[src/rtl/trivium_pkg.sv]
// trivium_pkg: shared sizes, tap positions, FSM encoding and key/IV helpers for trivium_stream
package trivium_pkg;
  localparam int STATE_W = 288;
  localparam int KEY_W = 80;
  localparam int IV_W = 80;
  localparam int INIT_ROUNDS = 1152;
  localparam int A_OUT0 = 65;
  localparam int A_OUT1 = 92;
  localparam int A_AND0 = 90;
  localparam int A_AND1 = 91;
  localparam int A_FB = 170;
  localparam int B_OUT0 = 161;
  localparam int B_OUT1 = 176;
  localparam int B_AND0 = 174;
  localparam int B_AND1 = 175;
  localparam int B_FB = 263;
  localparam int C_OUT0 = 242;
  localparam int C_OUT1 = 287;
  localparam int C_AND0 = 285;
  localparam int C_AND1 = 286;
  localparam int C_FB = 68;
  typedef enum logic [1:0] {IDLE, INIT, RUN, DONE} state_t;
  function automatic logic [79:0] byte_rev80(input logic [79:0] x);
    logic [79:0] r;
    for (int b = 0; b < 10; b++) r[8*b +: 8] = x[8*(9-b) +: 8];
    return r;
  endfunction
  function automatic logic [STATE_W-1:0] load_state(input logic [KEY_W-1:0] key, input logic [IV_W-1:0] iv);
    return {3'b111, 112'd0, byte_rev80(iv), 13'd0, byte_rev80(key)};
  endfunction
endpackage

[src/rtl/trivium_stream_if.sv]
// trivium_stream_if: keystream valid/ready bus (adds pt_data when TRIVIUM_XOR_EN is defined)
interface trivium_stream_if #(parameter int W = 8);
  logic ks_valid;
  logic ks_ready;
  logic ks_last;
  logic [W-1:0] ks_data;
`ifdef TRIVIUM_XOR_EN
  logic [W-1:0] pt_data;
  modport master(output ks_valid, ks_data, ks_last, input ks_ready, pt_data);
  modport slave(input ks_valid, ks_data, ks_last, output ks_ready, pt_data);
`else
  modport master(output ks_valid, ks_data, ks_last, input ks_ready);
  modport slave(input ks_valid, ks_data, ks_last, output ks_ready);
`endif
endinterface

[src/rtl/trivium_round.sv]
// trivium_round: one combinational Trivium round, state in, next state and keystream bit out
module trivium_round import trivium_pkg::*; (
  input  logic [STATE_W-1:0] s,
  output logic [STATE_W-1:0] s_nx,
  output logic               z
);
  logic a, b, c, t1, t2, t3;
  assign a = s[A_OUT0] ^ s[A_OUT1];
  assign b = s[B_OUT0] ^ s[B_OUT1];
  assign c = s[C_OUT0] ^ s[C_OUT1];
  assign z = a ^ b ^ c;
  assign t1 = a ^ (s[A_AND0] & s[A_AND1]) ^ s[A_FB];
  assign t2 = b ^ (s[B_AND0] & s[B_AND1]) ^ s[B_FB];
  assign t3 = c ^ (s[C_AND0] & s[C_AND1]) ^ s[C_FB];
  assign s_nx = {s[286:177], t2, s[175:93], t1, s[91:0], t3};
endmodule

[src/rtl/trivium_stream.sv]
// trivium_stream: W-bit-per-cycle Trivium keystream generator with valid/ready output.
// Defining TRIVIUM_XOR_EN makes ks_data carry keystream XOR pt_data instead of raw keystream.
module trivium_stream import trivium_pkg::*; #(
  parameter int W = 8,
  parameter int LEN_W = 16
) (
  input  logic             clk,
  input  logic             reset,
  input  logic             start,
  input  logic [KEY_W-1:0] key,
  input  logic [IV_W-1:0]  iv,
  input  logic [LEN_W-1:0] len,
  output logic             busy,
  output logic             done,
  trivium_stream_if.master ks
);
  localparam int N = INIT_ROUNDS / W;
  localparam int CW = $clog2(N + 1);
  state_t state, state_nx;
  logic [STATE_W-1:0] s;
  logic [STATE_W-1:0] chain [W+1];
  logic [W-1:0] z, word;
  logic [CW-1:0] init_cnt;
  logic [LEN_W-1:0] words_left;
  logic load, hs, init_end;
  assign chain[0] = s;
  for (genvar i = 0; i < W; i++) begin : g_round
    trivium_round u_round (.s(chain[i]), .s_nx(chain[i+1]), .z(z[W-1-i]));
  end
`ifdef TRIVIUM_XOR_EN
  assign word = z ^ ks.pt_data;
`else
  assign word = z;
`endif
  always_comb begin
    hs = ks.ks_valid & ks.ks_ready;
    init_end = init_cnt == CW'(N - 1);
    load = (state == RUN) & (!ks.ks_valid | ks.ks_ready) & (words_left != '0);
    busy = state != IDLE;
    done = state == DONE;
    state_nx = state == IDLE ? (start ? INIT : IDLE) :
               state == INIT ? (init_end ? (words_left == '0 ? DONE : RUN) : INIT) :
               state == RUN  ? (hs & ks.ks_last ? DONE : RUN) : IDLE;
  end
  always_ff @(posedge clk or negedge reset)
    if (!reset) state <= IDLE;
    else state <= state_nx;
  always_ff @(posedge clk or negedge reset)
    if (!reset) begin
      s <= '0;
      init_cnt <= '0;
      words_left <= '0;
      ks.ks_valid <= 1'b0;
      ks.ks_data <= '0;
      ks.ks_last <= 1'b0;
    end else begin
      if (state == IDLE && start) begin
        s <= load_state(key, iv);
        words_left <= len;
        init_cnt <= '0;
      end
      if (state == INIT) begin
        s <= chain[W];
        init_cnt <= init_cnt + 1'b1;
      end
      // a stalled word keeps data, last flag and cipher state frozen
      if (load) begin
        s <= chain[W];
        ks.ks_data <= word;
        ks.ks_valid <= 1'b1;
        ks.ks_last <= words_left == LEN_W'(1);
        words_left <= words_left - 1'b1;
      end else if (hs) begin
        ks.ks_valid <= 1'b0;
        ks.ks_last <= 1'b0;
      end
    end
endmodule

[src/flat_wrapper.sv]
// flat-port wrapper written by rule: the top's interface ports become plain ports
module trivium_stream_flat import trivium_pkg::*;
#(
  parameter int W = 8,
  parameter int LEN_W = 16
)
  (clk, reset, start, key, iv, len, busy, done, ks_ks_valid, ks_ks_data, ks_ks_last, ks_ks_ready);
  trivium_stream_if #(.W(W)) ks_i ();
  input  logic clk;
  input  logic reset;
  input  logic start;
  input  logic [KEY_W-1:0] key;
  input  logic [IV_W-1:0] iv;
  input  logic [LEN_W-1:0] len;
  output logic busy;
  output logic done;
  output wire logic [$bits(ks_i.ks_valid)-1:0] ks_ks_valid;
  output wire logic [$bits(ks_i.ks_data)-1:0] ks_ks_data;
  output wire logic [$bits(ks_i.ks_last)-1:0] ks_ks_last;
  input wire logic [$bits(ks_i.ks_ready)-1:0] ks_ks_ready;
  assign ks_ks_valid = ks_i.ks_valid;
  assign ks_ks_data = ks_i.ks_data;
  assign ks_ks_last = ks_i.ks_last;
  assign ks_i.ks_ready = ks_ks_ready;
  trivium_stream #(.W(W), .LEN_W(LEN_W)) u_core (.clk(clk), .reset(reset), .start(start), .key(key), .iv(iv), .len(len), .busy(busy), .done(done), .ks(ks_i));
endmodule
[config.mk]
export PLATFORM = sky130hd
export DESIGN_NAME = trivium_stream_flat
export DESIGN_NICKNAME = d
export VERILOG_FILES = /design/src/rtl/trivium_pkg.sv /design/src/rtl/trivium_stream_if.sv /design/src/rtl/trivium_round.sv /design/src/rtl/trivium_stream.sv /design/src/flat_wrapper.sv
export SDC_FILE = /design/constraint.sdc
export NUM_CORES = 1
export LEC_CHECK = 0
export ABC_CLOCK_PERIOD_IN_PS = 2600
export BUFFER_PORTS_ARGS = -buffer_cell sky130_fd_sc_hd__buf_4
export CORE_MARGIN = 2
export CORE_UTILIZATION = 60
export CTS_BUF_LIST = sky130_fd_sc_hd__clkbuf_4
export DETAILED_ROUTE_END_ITERATION = 6
export PLACE_DENSITY_LB_ADDON = 0.08
export SYNTH_ARGS = -nofsm -noshare
export SYNTH_HDL_FRONTEND = slang
export SYNTH_SLANG_ARGS = --single-unit
export TNS_END_PERCENT = 30
[constraint.sdc]
create_clock -name clk -period 2.6 [get_ports clk]
set_input_delay 0.13 -clock clk [delete_from_list [all_inputs] [get_ports clk]]
set_output_delay 0.13 -clock clk [all_outputs]
set_load 0.02 [all_outputs]
Yosys cells after proc, flatten, opt, wreduce, memory -nomap -nowiden --
Cells that the tools add are included.
Word-level totals: bits in registers 324, bits in latches 0, bits in read-only memories 0, input bits 180, output and inout port bits 12, bits in writable memories 0, word-level logic and storage cells 158, memories kept 0
Operators by class: $add $sub $neg 2, bitwise gates (word level) 117, shift operators 0, $lt $le $gt $ge 0, equal/unequal tests 5, reduce and logical (&&, ||, !) cells 10, $mul 0, muxes and demuxes 17, divide/modulo/power cells 0
Operator list (number):
- 288-bit 2-to-1 mux | 3
- 1-bit bitwise XOR | 88
- 16-bit 2-to-1 mux | 2
- 1-bit AND | 28
- 16-bit by 1-bit equality test with 1-bit output, second input constant | 1
- 16-bit zero test | 1
- 8-bit 2-to-1 mux | 2
- 16-bit nonzero test | 1
- 16-bit by 1-bit subtractor with 16-bit output, second input constant | 1
- 8-bit by 1-bit adder with 8-bit output, second input constant | 1
- 8-bit equality test, second input constant | 1
- 2-bit 2-to-1 mux | 4
- 2-bit nonzero test | 4
- 1-bit 2-to-1 mux | 6
- 2-bit equality test, second input constant | 2
- 3-bit nonzero test | 1
- 2-bit by 1-bit equality test with 1-bit output, second input constant | 1
- 2-bit zero test | 1
- 1-bit logical AND | 1
- 1-bit zero test | 1
- 1-bit OR | 1

Depth between registers and ports, before layout --
Gate-level depths: netlist of the first run.
word-level depth 6, depth in mapped cells 9, gate-level depth less buffers 6

Modules after synthesis --
From an unflattened synthesis of the first run, not the netlist that was laid out.
Unflattened totals: cell total of the unflattened synthesis 4013, area, all modules 32496.2 µm²
By module, submodules not included:
- trivium_round | sequential area each 0.0 µm², cells an instance 298, times used 8, area each 2308.5 µm²
- trivium_stream | sequential area each 8107.8 µm², cells an instance 1629, times used 1, area each 14028.5 µm²

Worst setup path before layout of the first run --
No wires, ideal clock.
path kind register to register, start reg u_core.words_left[11], end reg u_core.s[101], setup slack 0.426 ns, clock period less this slack 2.174 ns, arrival 2.048 ns, buffers on the path 3, cell stages (with the launch flop) 9, cells stage by stage dfrtp_1 -> nor4_4 -> nand4_2 -> o21ai_4 -> nand2_1 -> buf_2 -> buf_6 -> buf_6 -> a221o_1
Between the ends: longest elaborated chain between the ends 3, elaborated cells between the ends (all ways) 4, those cells by class 1 x mux; 1 x bitwise; 2 x reduce/logical
Ends and longest elaborated chain:
- start, declared | line trivium_stream.sv:24 | logic [LEN_W-1:0] words_left;
- start signal, assigned | line trivium_stream.sv:59 | words_left <= len;
- start signal, assigned | line trivium_stream.sv:72 | words_left <= words_left - 1'b1;
- 16-bit nonzero test (*) | line trivium_stream.sv:38 | load = (state == RUN) & (!ks.ks_valid | ks.ks_ready) & (words_left != '0);
- 1-bit AND (*) | line trivium_stream.sv:38
- 3-bit nonzero test (no source line) / 288-bit 2-to-1 mux (equally long branches)
- end signal, assigned | line trivium_stream.sv:58 | s <= load_state(key, iv);
- end signal, assigned | line trivium_stream.sv:63 | s <= chain[W];
- end signal, assigned | line trivium_stream.sv:68 | s <= chain[W];
- end, declared | line trivium_stream.sv:20 | logic [STATE_W-1:0] s;
Mark *: on every way between the ends. The rest lies on a longest branch, timed or not. A chain may end at the register's enable or synchronous reset.

Worst setup path after layout of the first run --
start reg u_core.words_left[10], end reg u_core.s[148]
Same word-level chain as after synthesis.

==> results of run 1 <==
## what timing repair did
item,in CTS,in global routing
setup endpoints to repair,0,2
gates resized for setup,0,1
hold buffers,179,0
endpoints found under the hold margin,336,0
## cell usage after synthesis (all sizes together) (2+ instances only)
master	number	share of area
o22ai	4	0.0017
o311ai	6	0.0036
or2	2	0.00085
a221o	159	0.11
nand4	16	0.0072
nand3	9	0.0031
o211ai	9	0.0046
or4	3	0.0015
buf	28	0.012
o21ai	270	0.092
clkbuf	90	0.023
or3	3	0.0013
nor4	2	0.0019
o32ai	2	0.0012
xnor2	64	0.038
mux2	2	0.0015
a31oi	3	0.0013
nand2	180	0.046
ha	4	0.0034
nor3	9	0.0034
dfrtp	324	0.55
xor2	24	0.014
nand2b	2	0.00085
and2	146	0.062
inv	7	0.0018
a21oi	20	0.0068
and3	2	0.00085
nor2	17	0.0043
## metrics by stage
step / worst slack, ns / area [um^2] / power [W] / hold WS [ns]
detailed placement: 0.2401 / 16550 / 0.01736 / 0.2432
global route: 0.03275 / 19320 / 0.02353 / 0.1168
finish: 0.1687 / 19320 / 0.02212 / 0.05098
floorplan: 0.4258 / 14750 / 0.01486 / -0.1656
CTS: 0.1762 / 19300 / 0.02184 / 0.09095
global placement: 0.3139 / 16550 / 0.01699 / 0.2340
## cell families after synthesis
| kind of cell | share of synthesized area |
|---|---|
| adder cells (fa/ha/maj) | 0.003393 |
| AND/OR/NAND/NOR | 0.1344 |
| flip-flops | 0.5496 |
| multiplexers | 0.001527 |
| buffers and inverters | 0.03681 |
| AO/OA/AOI/OAI | 0.2220 |
| XOR/XNOR | 0.05225 |
## worst max-delay path, stage by stage, from the launching register on
cell and delay, ns:
sky130_fd_sc_hd__dfrtp_1 0.43, sky130_fd_sc_hd__nor4_4 0.37, sky130_fd_sc_hd__nand4_2 0.25, sky130_fd_sc_hd__o21a_4 0.37, sky130_fd_sc_hd__nor3_4 0.24, sky130_fd_sc_hd__buf_12 0.21
sky130_fd_sc_hd__buf_12 0.23, sky130_fd_sc_hd__a221o_1 0.22
## cell type report
class                      instances  share of cell area
tap                              324             0.02098
timing repair buffer             403              0.1892
antenna                            5           0.0006476
clock buffer                     109             0.04235
sequential                       324              0.4197
inverter                           7            0.001360
clock inverter                    22            0.007577
multi-input combinational        966              0.3182
## how the worst min path moves through the flow
stage | startpoint | end | slack (ns)
after floorplan | reset | async pin | -0.17
after global placement | reset | u_core.s[271]$_DFFE_PN0P_ | 0.23
after detailed placement | reset | u_core.s[255]$_DFFE_PN0P_ | 0.24
after CTS | reset | u_core.s[177]$_DFFE_PN0P_ | 0.09
after global routing | reset | u_core.s[177]$_DFFE_PN0P_ | 0.12
final | reset | u_core.s[242]$_DFFE_PN0P_ | 0.05
## sequential cells by signal (all words and copies together) (netlist names), named ones only
name / count
u_core.init_cnt: 8
u_core.ks.ks_data: 8
u_core.ks.ks_last: 1
u_core.ks.ks_valid: 1
u_core.s: 288
u_core.state: 1
u_core.words_left: 16
## metal layers
metal  vias up  share of wire  track usage
met5         -              0            0
met4         0          0.045       0.1696
met3       147          0.071      0.06534
met2       694           0.47       0.5337
met1      6464           0.41       0.4703
li1       5870              -            -
## power by group through the flow
stage / combinational (W) / clock (W) / sequential, W
global placement: 0.00732 / 0 / 0.00967
CTS: 0.00793 / 0.00424 / 0.00968
finish: 0.00805 / 0.00421 / 0.00986
global route: 0.00889 / 0.00456 / 0.0101
floorplan: 0.00591 / 0 / 0.00894
detailed placement: 0.00766 / 0 / 0.00970
==> summary by stage, run 1 <==
Status
The run finished with clean final reports.

Timing
The clock arrives with 0.04996 ns of skew. For this run, the top clock speed supported by timing is 0.4113 GHz. Setup violations remaining at the end of the flow were counted as 0. The number of pins exceeding their max-slew limit in the final report was 0.

At the pin with the least slew margin, the transition time is 0.9433 ns. Summed over all failing endpoints, the final setup total negative slack is 0 ns. The final cycle utilization of the critical path is 0.9351.

The count of endpoints failing hold in the final timing report is 0. In this run the tightest slew margin relative to its limit is 0.3711. Subtracting the final worst setup slack from the clock period gives 2.431 ns.

Setup repair after global routing left no endpoint under its margin.

Worst setup path
The capturing element of the worst setup path is u_core.s[148]$_DFFE_PN0P_. Data on the critical path is required at its endpoint by 3.23 ns. The type of destination of the critical path is a flop. The start point of the critical path is u_core.words_left[10]$_DFFE_PN0P_. The endpoint arrival time on the critical path is 3.06 ns. The logic depth of the worst register-to-register path is 7.

The worst setup path is launched from a flop. The worst register-to-register path ends at u_core.s[148]$_DFFE_PN0P_. In this run the register-to-register setup slack is 0.17 ns. Of all nets on the critical path, the largest fanout is 46. The critical path is of the flop to flop type. The launch point of the worst reg-to-reg path is u_core.words_left[10]$_DFFE_PN0P_.

Routing
The detailed-route DRC error count is 0. After detailed routing, the number of vias per cell comes to 6.100. The number of iterations in the first detailed-routing pass is 6.

The post-detailed-route wirelength per cell is 20.42 um. In this run, the number of DRC markers left after iteration 0 of detailed routing was 1699. The number of antenna-violating nets in the routed design is 0. The final routed wirelength across all metal layers is 44110 um. The total number of vias is 13180.

GRT
The residual overflow from global routing is 0. Across every metal layer, demand over resource in global routing totals 0.3437. The number of antenna violations at the first check in global routing is 5. The via count of the first global-routing pass is 13290. The first-pass GRT wire length is 70400 um. The maximum number of pins on one net before global-route repair is 146.

Layout
The library cell used most frequently in the layout, excluding fill and tap cells, is sky130_fd_sc_hd__dfrtp_1. The area used by sequential logic in the layout is 8108 um^2. The number of nets in the layout is 1969. The share of cells above drive strength 1 is 0.1933. The count of cells in the finished layout, fillers not included, comes to 2160. Counting the fill cells in the layout gives 1472. In the layout the commonest cells are 324 x sky130_fd_sc_hd__dfrtp_1, 258 x sky130_fd_sc_hd__o21ai_0, 209 x sky130_fd_sc_hd__buf_4. The multi-input gate area in the final layout is 6147 um^2.

The layout overhead on the synthesized area is 30.97%. Once layout is complete, the utilization of the core stands at 0.7967.

Yosys
The number of synthesized register bits is 324. After synthesis, the share of flip-flops with an asynchronous set or reset is 1.000. The Yosys step of the flow raised 0 warnings.

For this run, the register share of the synthesized area comes to 0.5496. The number of synthesized flops with an enable pin is 0. The flip-flop cell with the highest count after synthesis is sky130_fd_sc_hd__dfrtp_1. The number of nets handed over by synthesis was 1599. The number of different library cells used by synthesis comes to 43. The number of cells produced by synthesis is 1415. The synthesized cell area is 14750 um^2. A synthesized cell averages 10.43 um^2.

Power
Of the total power, the clock network draws 0.191. Cell internal power was estimated by the tool at 0.01391 W. The share of total power dissipated in combinational logic is 0.364. VDD sags by at most 0.6104 mV.

Of the total power, the share spent switching nets is 0.3711. In this run the power density over the cells is 1145 nW/um^2. For this design the total switching power over the nets is 0.008210 W.

The reported leakage power is 8.656 nW. Of the total power, registers draw 0.446.

Min path
The tightest min-delay check is of the primary input to async pin type.

Clock tree
The number of clock buffers added by TritonCTS is 83. The number of levels in the clock H-tree is 3. The buffer cell driving the clock tree root is sky130_fd_sc_hd__clkbuf_4. TritonCTS built the clock tree.

The register clock-pin slew on the reported worst setup and hold paths is 0.07 ns. Buffers added to address setup during post-CTS repair amount to 0. Counting every sink on the clock net gives 324. The later pin in the worst-skew pair is clocked with a latency of 0.71 ns. The worst-case clock buffer depth is 3.

Floorplanning
192 I/O pins were placed. In this run the horizontal extent of the chip is 160.8 um. The floorplan step defined a core boundary enclosing 24250 um^2. In this run the core area contains 57 standard-cell rows.

The die is 160.8 um tall. The initial utilization of the core area, before any placement, comes to 0.6084. The die covers 25860 um^2.

Place
In this run the tool buffered the top-level ports with 191 buffer cells. The instance count after placement with tap cells included is 1845. The final weighted congestion of routability-driven global placement is 0.8385. Once detailed placement completed, the half-perimeter wirelength came to 24130 um.

Run
The max-cap check violation count is 0.
Power figures use the tool's default switching activity.
==> run 2: changes to the inputs <==
--- a/config.mk
+++ b/config.mk
@@ -5,13 +5,13 @@
 export SDC_FILE = /design/constraint.sdc
 export NUM_CORES = 1
 export LEC_CHECK = 0
-export ABC_CLOCK_PERIOD_IN_PS = 2600
+export ABC_CLOCK_PERIOD_IN_PS = 2250
 export BUFFER_PORTS_ARGS = -buffer_cell sky130_fd_sc_hd__buf_4
 export CORE_MARGIN = 2
 export CORE_UTILIZATION = 60
 export CTS_BUF_LIST = sky130_fd_sc_hd__clkbuf_4
 export DETAILED_ROUTE_END_ITERATION = 6
-export PLACE_DENSITY_LB_ADDON = 0.08
+export PLACE_DENSITY = 0.82
 export SYNTH_ARGS = -nofsm -noshare
 export SYNTH_HDL_FRONTEND = slang
 export SYNTH_SLANG_ARGS = --single-unit
==> constraint.sdc (replaced) <==
create_clock -name clk -period 2.25 [get_ports clk]
set_input_delay 0.1125 -clock clk [delete_from_list [all_inputs] [get_ports clk]]
set_output_delay 0.1125 -clock clk [all_outputs]
set_load 0.02 [all_outputs]
==> run 2 against run 1 <==
Global-route usage rose by 2.1 points. Combinational power up 23%. Non-clock buffer count rose by 9. Largest power group unchanged. Utilization up 0.83 points. Sequential share of layout area is 0.43 points lower.
==> summary by stage, run 2 (synthesis results as in run 1) <==
Timing
The final cycle utilization of the critical path came to 0.9731 (+0.03798). The final-report setup violation count is 0 (unchanged). The final setup skew is 0.04751 ns (-0.002456 ns). The count of endpoints failing hold in the final timing report was 0 (unchanged).

The worst hold margin came to 0.01863 ns (-0.03235 ns). The tightest slew margin relative to the limit is 0.6573 (+0.2862). The number of pins exceeding their max-slew limit in the final report is 0 (unchanged).

The shortest clock period the worst path allows after layout was 2.189 ns (-0.2418 ns). The maximum frequency from static timing analysis is 0.4567 GHz (+11%). The setup TNS after final layout is 0 ns (unchanged). Setup repair after global routing could not meet its margin everywhere. The slew of the pin with the lowest slew margin came to 0.5103 ns (-0.4330 ns).

Floorplanning
The die outline area is 25860 um^2 (unchanged). The die outline width came to 160.8 um (unchanged). The die height is 160.8 um (unchanged). The number of rows created at floorplan came to 57 (unchanged). The area of the placeable core is 24250 um^2 (unchanged).

The effective utilization at floorplan is 0.6084 (unchanged). The number of placed I/O pins is 192 (unchanged).

Routing
The detailed-route DRC error count is 0 (unchanged). The number of iterations in the first detailed-routing pass is 6 (unchanged). The violation count after the first detailed-routing iteration came to 2054 (+21%). The number of antenna-violating nets in the routed design is 0 (unchanged).

The total number of vias came to 13900 (+5.5%). The average via count per standard cell was 6.420 (+5.3%). The final routed wirelength across all metal layers came to 47890 um (+8.6%). The post-detailed-route wirelength per cell is 22.12 um (+8.3%).

GRT
The number of antenna violations at the first check in global routing came to 4 (-1). The maximum number of pins on one net before global-route repair was 100 (-32%). The via count of the first global-routing pass is 14040 (+5.6%). The first-pass GRT wire length came to 74500 um (+5.8%). The residual overflow from global routing is 0 (unchanged).

The total track usage is 0.3652 (+0.02147).

Place
The cell area reported after detailed placement is 16630 um^2 (+0.51%). The instance count after placement with tap cells included came to 1852 (+0.38%). The number of port buffers came to 191 (unchanged). The placed wire-length estimate after detailed placement was 24930 um (+3.3%). The final weighted congestion of routability-driven global placement is 0.8626 (+2.9%).

Layout
The most common cell after layout, fill and taps aside is sky130_fd_sc_hd__dfrtp_1. Relative to the synthesized area, the layout overhead comes to 32.32%. The number of nets in the layout is 1977 (+0.41%). The share of cells above drive strength 1 is 0.1998 (+0.006445). The post-route non-filler standard cell count came to 2165 (+0.23%). u_core.s holds more flip-flops than any other register. The largest registers in the layout are u_core.s: 288 flops, u_core.words_left: 16 flops. The flip-flop count of the largest register, all copies and words added was 288 (unchanged). The top cell types in the final layout, fill and taps aside, are 324 x sky130_fd_sc_hd__dfrtp_1, 254 x sky130_fd_sc_hd__o21ai_0, 210 x sky130_fd_sc_hd__buf_4.

The final cell area excluding filler cells is 19520 um^2 (+1.0%).

Clock tree
The number of setup buffers added after CTS was 0 (unchanged). The worst-case clock buffer depth was 3 (unchanged). The CTS sink count is 324 (unchanged). The number of buffers inserted during clock tree synthesis came to 82 (-1.2%). The clock latency reported for the late side of the worst-skew pair is 0.73 ns (+0.02 ns).

The number of levels in the clock H-tree came to 3 (unchanged). The tree is rooted in a sky130_fd_sc_hd__clkbuf_4. The register clock-pin slew on the reported worst setup and hold paths is 0.09 ns (+0.02 ns). The clock tree from TritonCTS is done.

Worst setup path
The type of destination of the critical path is a flop. Broken down by cell family, the worst path's largest delay share belongs to compound AO/OA/AOI/OAI gates. The worst setup path is launched from a flop.

The logic depth of the worst register-to-register path was 6 (-1). Traced cell by cell, the critical path runs through nor4_4 -> nand4_4 -> o21ai_4 -> nand2_4 -> buf_12 -> a221o_1. The worst setup path is of the flop to flop kind.

The buffering stage count on the worst path with inverters included is 1 (-1). The largest fanout on the critical path is 86 (+87%). The largest individual stage delay along the critical path comes from the cell sky130_fd_sc_hd__a221o_1. The endpoint of the worst-slack reg-to-reg timing path is u_core.s[13]$_DFFE_PN0P_. The endpoint arrival time on the critical path is 2.77 ns (-0.29 ns). The start point of the critical path is u_core.words_left[11]$_DFFE_PN0P_. The count of cell instances traversed by the critical path came to 6 (-1). The data required time of the worst path is 2.83 ns (-0.40 ns).

The capturing element of the worst setup path is u_core.s[13]$_DFFE_PN0P_. The delay of the slowest critical-path stage is 0.45 ns (+0.02 ns). The setup slack of the worst register-to-register path is 0.06 ns (-0.11 ns). The launch point of the worst reg-to-reg path is u_core.words_left[11]$_DFFE_PN0P_.

Status
The run finished with clean final reports.

Power
The switching fraction of total power is 0.3846 (+0.01346). The reported leakage power is 8.757 nW (+1.2%). The sequential share of power is 0.434 (-0.012).

The net switching power was 0.01021 W (+24%). The share of power burned in the clock network is 0.193 (+0.002). The maximum vdd drop is 0.7614 mV (+25%).

The part of the total power dissipated in combinational logic is 0.374 (+0.010). The cell area power density is 1360 nW/um^2 (+19%). The cell internal power dissipation is 0.01634 W (+17%).

Run
The max-cap check violation count is 0 (unchanged).

Min path
The min-delay analysis places its worst path in the category primary input to async pin.
[run 2: area by class of cell]
cell class | count | area [um^2]
antenna | 4 | 10.01
inverter | 7 | 26.28
clock inverter | 15 | 135.1
clock buffer | 113 | 848.3
fill | 1319 | 4728
timing repair buffer | 412 | 3829
sequential | 324 | 8108
multi-input combinational | 966 | 6158
tap | 324 | 405.4
[run 2: through the flow]
stage / util / setup slack, ns / power, W
5_1_grt: 0.8050 / -0.01171 / 0.02785
6_report: 0.8050 / 0.06052 / 0.02655
2_1_floorplan: - / 0.07583 / 0.01717
3_3_place_gp: 0.6858 / 0.1196 / 0.01968
3_5_place_dp: 0.6858 / 0.1038 / 0.02018
4_1_cts: 0.8011 / 0.06812 / 0.02547
[run 2: worst reg2reg max path, cell delays in order, from the launching register on]
cell,delay [ns]
sky130_fd_sc_hd__dfrtp_1,0.41
sky130_fd_sc_hd__nor4_4,0.38
sky130_fd_sc_hd__nand4_4,0.19
sky130_fd_sc_hd__o21ai_4,0.24
sky130_fd_sc_hd__nand2_4,0.11
sky130_fd_sc_hd__buf_12,0.22
sky130_fd_sc_hd__a221o_1,0.50
[run 2: timing repair]
item | CTS | global route
endpoints found under the setup margin | 0 | 62
resized for setup | 0 | 15
hold buffers | 180 | 0
endpoints found under the hold margin | 503 | 0
[run 2: power groups by stage]
| stage | logic [W] | clock network (W) | registers (W) |
|---|---|---|---|
| 2_1_floorplan | 0.00683 | 0 | 0.0103 |
| 3_3_place_gp | 0.00855 | 0 | 0.0111 |
| 3_5_place_dp | 0.00899 | 0 | 0.0112 |
| 4_1_cts | 0.00928 | 0.00502 | 0.0112 |
| 5_1_grt | 0.0107 | 0.00544 | 0.0117 |
| 6_report | 0.00992 | 0.00511 | 0.0115 |
[run 2: worst min-delay path by stage]
stage,endpoint,slack [ns],cells past startpoint,startpoint
finish,u_core.ks.ks_data[4]$_DFFE_PN0P_,0.02,3,reset
global route,u_core.words_left[9]$_DFFE_PN0P_,0.01,3,reset
CTS,u_core.words_left[9]$_DFFE_PN0P_,0.0001,3,reset
detailed placement,u_core.init_cnt[5]$_DFFE_PN0P_,0.008,1,reset
global placement,u_core.init_cnt[5]$_DFFE_PN0P_,0.01,1,reset
floorplan,async pin,-0.18,0,reset
[run 2: routing by layer]
layer  routed length [um]  track usage  up-vias
li1                     -            -     5896
met1                17490       0.4656     6759
met2                23320       0.5958     1031
met3                 4624      0.07619      214
met4                 2448       0.1899        0
met5                    0            0        -
==> run 3: changes to the inputs <==
--- a/config.mk
+++ b/config.mk
@@ -11,6 +11,7 @@
 export CORE_UTILIZATION = 60
 export CTS_BUF_LIST = sky130_fd_sc_hd__clkbuf_4
 export DETAILED_ROUTE_END_ITERATION = 6
+export MAX_ROUTING_LAYER = met4
 export PLACE_DENSITY = 0.82
 export SYNTH_ARGS = -nofsm -noshare
 export SYNTH_HDL_FRONTEND = slang
==> run 3 against run 2 <==
Non-clock buffer count unchanged. Final area hardly changed. Combinational power about the same. Critical path type unchanged. Critical endpoint is now u_core.s[161]$_DFFE_PN0P_.
==> summary by stage, run 3 (synthesis results as in run 1) <==
Power
The sequential share of power came to 0.435 (about the same). The share of power burned in the clock network was 0.192 (about the same). The switching fraction of total power is 0.3836 (-0.0009209). The net switching power is 0.01017 W (-0.42%). The part of the total power dissipated in combinational logic is 0.373 (about the same). The post-route total power is 0.02651 W (-0.18%). The cell internal power dissipation was 0.01634 W (about the same). The cell area power density is 1358 nW/um^2 (-0.16%).

The reported leakage power came to 8.755 nW (about the same). The maximum vdd drop is 0.7384 mV (-3.0%).

Timing
The final setup skew was 0.04520 ns (-0.002304 ns). The number of pins exceeding their max-slew limit in the final report is 0 (unchanged). The slew of the pin with the lowest slew margin is 0.5226 ns (+0.01225 ns). The maximum frequency from static timing analysis is 0.4563 GHz (about the same).

The setup TNS after final layout is 0 ns (unchanged). The worst hold margin is 0.01743 ns (-0.001202 ns). The final-report setup violation count is 0 (unchanged). The tightest slew margin relative to the limit is 0.6491 (-0.008223).

The shortest clock period the worst path allows after layout is 2.191 ns (+0.001889 ns). The count of endpoints failing hold in the final timing report is 0 (unchanged). Setup repair after global routing could not meet its margin everywhere. The final cycle utilization of the critical path came to 0.9739 (about the same).

Routing
The detailed-route DRC error count is 0 (unchanged). The post-detailed-route wirelength per cell came to 22.04 um (-0.33%). The violation count after the first detailed-routing iteration came to 2072 (+0.88%). The final routed wirelength across all metal layers is 47730 um (-0.33%). The average via count per standard cell came to 6.388 (-0.50%).

The number of antenna-violating nets in the routed design is 0 (unchanged). The total number of vias was 13830 (-0.50%). The number of iterations in the first detailed-routing pass is 6 (unchanged).

Worst setup path
The worst setup path is launched from a flop. The data required time of the worst path is 2.81 ns (-0.02 ns). The largest delay contributor family on the critical path is simple AND/OR/NAND/NOR gates. The largest individual stage delay along the critical path comes from the cell sky130_fd_sc_hd__dfrtp_1. The largest fanout on the critical path came to 43 (-50%). The endpoint arrival time on the critical path is 2.75 ns (-0.02 ns). The type of destination of the critical path is a flop. Walking the worst path, the cells encountered are nor4_4 -> nand4_4 -> o21ai_4 -> nand2_4 -> buf_4 -> a221o_1.

The delay of the slowest critical-path stage is 0.43 ns (-0.02 ns). The worst setup path is of the flop to flop kind. The buffering stage count on the worst path with inverters included came to 1 (unchanged).

Layout
Leaving out fill and tap cells, the most frequent cell in the layout is sky130_fd_sc_hd__dfrtp_1. The area used by sequential logic in the layout is 8108 um^2 (unchanged). The post-route non-filler standard cell count is 2165 (unchanged). The multi-input gate area in the final layout is 6158 um^2 (unchanged). In the final layout, the registers with the most flip-flops are u_core.s: 288 flops, u_core.words_left: 16 flops.

The share of cells above drive strength 1 is 0.1998 (unchanged). The register bank with the most flops is u_core.s. The number of fill cells in the layout is 1322 (+0.23%). The flip-flop count of the largest register, all copies and words added is 288 (unchanged).

The layout overhead on the synthesized area was 32.30% (about the same). In the layout the commonest cells are 324 x sky130_fd_sc_hd__dfrtp_1, 256 x sky130_fd_sc_hd__o21ai_0, 211 x sky130_fd_sc_hd__buf_4. The number of nets in the layout is 1977 (unchanged).

GRT
The first-pass GRT wire length is 74680 um (+0.24%). The total track usage is 0.3773 (+0.01210). The residual overflow from global routing was 0 (unchanged). The number of antenna violations at the first check in global routing is 4 (unchanged). The maximum number of pins on one net before global-route repair is 100 (unchanged). The via count of the first global-routing pass is 13950 (-0.62%).

Clock tree
The clock tree from TritonCTS is done. The tree is rooted in a sky130_fd_sc_hd__clkbuf_4. The worst-case clock buffer depth was 3 (unchanged).

The register clock-pin slew on the reported worst setup and hold paths is 0.07 ns (-0.02 ns). The CTS sink count was 324 (unchanged). The number of levels in the clock H-tree was 3 (unchanged). The clock latency reported for the late side of the worst-skew pair is 0.72 ns (about the same).

The number of buffers inserted during clock tree synthesis is 82 (unchanged).

Floorplanning
The number of rows created at floorplan is 57 (unchanged). The effective utilization at floorplan is 0.6084 (unchanged). The die height is 160.8 um (unchanged). The area of the placeable core is 24250 um^2 (unchanged).

The number of placed I/O pins came to 192 (unchanged). The die outline area came to 25860 um^2 (unchanged). The die outline width is 160.8 um (unchanged).

Place
The number of port buffers was 191 (unchanged). The final weighted congestion of routability-driven global placement is 0.8766 (+1.6%). The instance count after placement with tap cells included came to 1852 (unchanged).

The placed wire-length estimate after detailed placement was 24930 um (unchanged).

Status
The flow ran to the end, and the final reports show no timing, DRC or antenna violations.

Run
The max-cap check violation count is 0 (unchanged).

Min path
The worst min-delay path category is primary input to async pin.
## run 3: cell counts in the layout (fill, tap and decap cells not counted)
Identical to the previous run, type by type.
## run 3: area by class of cell
| type | instances | area share |
|---|---|---|
| Multi-Input combinational cell | 966 | 0.3156 |
| Timing Repair Buffer | 412 | 0.1960 |
| Inverter | 7 | 0.001346 |
| Clock inverter | 15 | 0.006924 |
| Clock buffer | 113 | 0.04347 |
| Tap cell | 324 | 0.02077 |
| Sequential cell | 324 | 0.4154 |
| Antenna cell | 4 | 0.0005129 |
## run 3: path summary, 6_finish.rpt
path                                                    from                          endpoint  slack, ns  depth (start not counted)
hold reg to reg               u_core.init_cnt[7]$_DFFE_PN0P_    u_core.init_cnt[7]$_DFFE_PN0P_       0.48                          1
setup / recovery           u_core.words_left[10]$_DFFE_PN0P_         u_core.s[161]$_DFFE_PN0P_       0.06                          6
hold / removal                                         reset  u_core.words_left[9]$_DFFE_PN0P_       0.02                          3
setup reg to reg           u_core.words_left[10]$_DFFE_PN0P_         u_core.s[161]$_DFFE_PN0P_       0.06                          6
max in group asynchronous                              reset         u_core.s[224]$_DFFE_PN0P_       1.74                          3
min in group clk                                      len[6]  u_core.words_left[6]$_DFFE_PN0P_       0.18                          4
## run 3: metrics by stage
stage	setup slack, ns	util	area [um^2]
6_report	0.05863	0.8049	19520
5_1_grt	-0.01095	0.8049	19520
4_1_cts	0.06812	0.8011	19420
3_5_place_dp	0.1038	0.6858	16630
3_3_place_gp	0.1196	0.6858	16630
2_1_floorplan	0.07583	-	14750
## run 3: timing repair
action / CTS / global route
endpoints found under the setup margin: 0 / 63
gates resized for setup: 0 / 12
hold buffers: 180 / 0
hold endpoints to repair: 503 / 0
buffers inserted: 0 / 0
## run 3: tightest hold or removal path: cells and delay by family
family   cells  cell delay (ns)
buf+inv      3             0.96
## run 3: metal layers
metal  vias up  routed length, um  global-route usage
li1       5901                  -                   -
met1      6718              17570              0.4672
met2       988              23170              0.5980
met3       224               4416             0.07515
met4         0               2564              0.1891
met5         -                  0                   -
## run 3: power groups by stage
stage / Combinational, W / Sequential [W] / Clock [W]
3_5_place_dp: 0.00899 / 0.0112 / 0
4_1_cts: 0.00928 / 0.0112 / 0.00502
6_report: 0.00989 / 0.0115 / 0.00510
3_3_place_gp: 0.00855 / 0.0111 / 0
5_1_grt: 0.0107 / 0.0117 / 0.00544
2_1_floorplan: 0.00683 / 0.0103 / 0
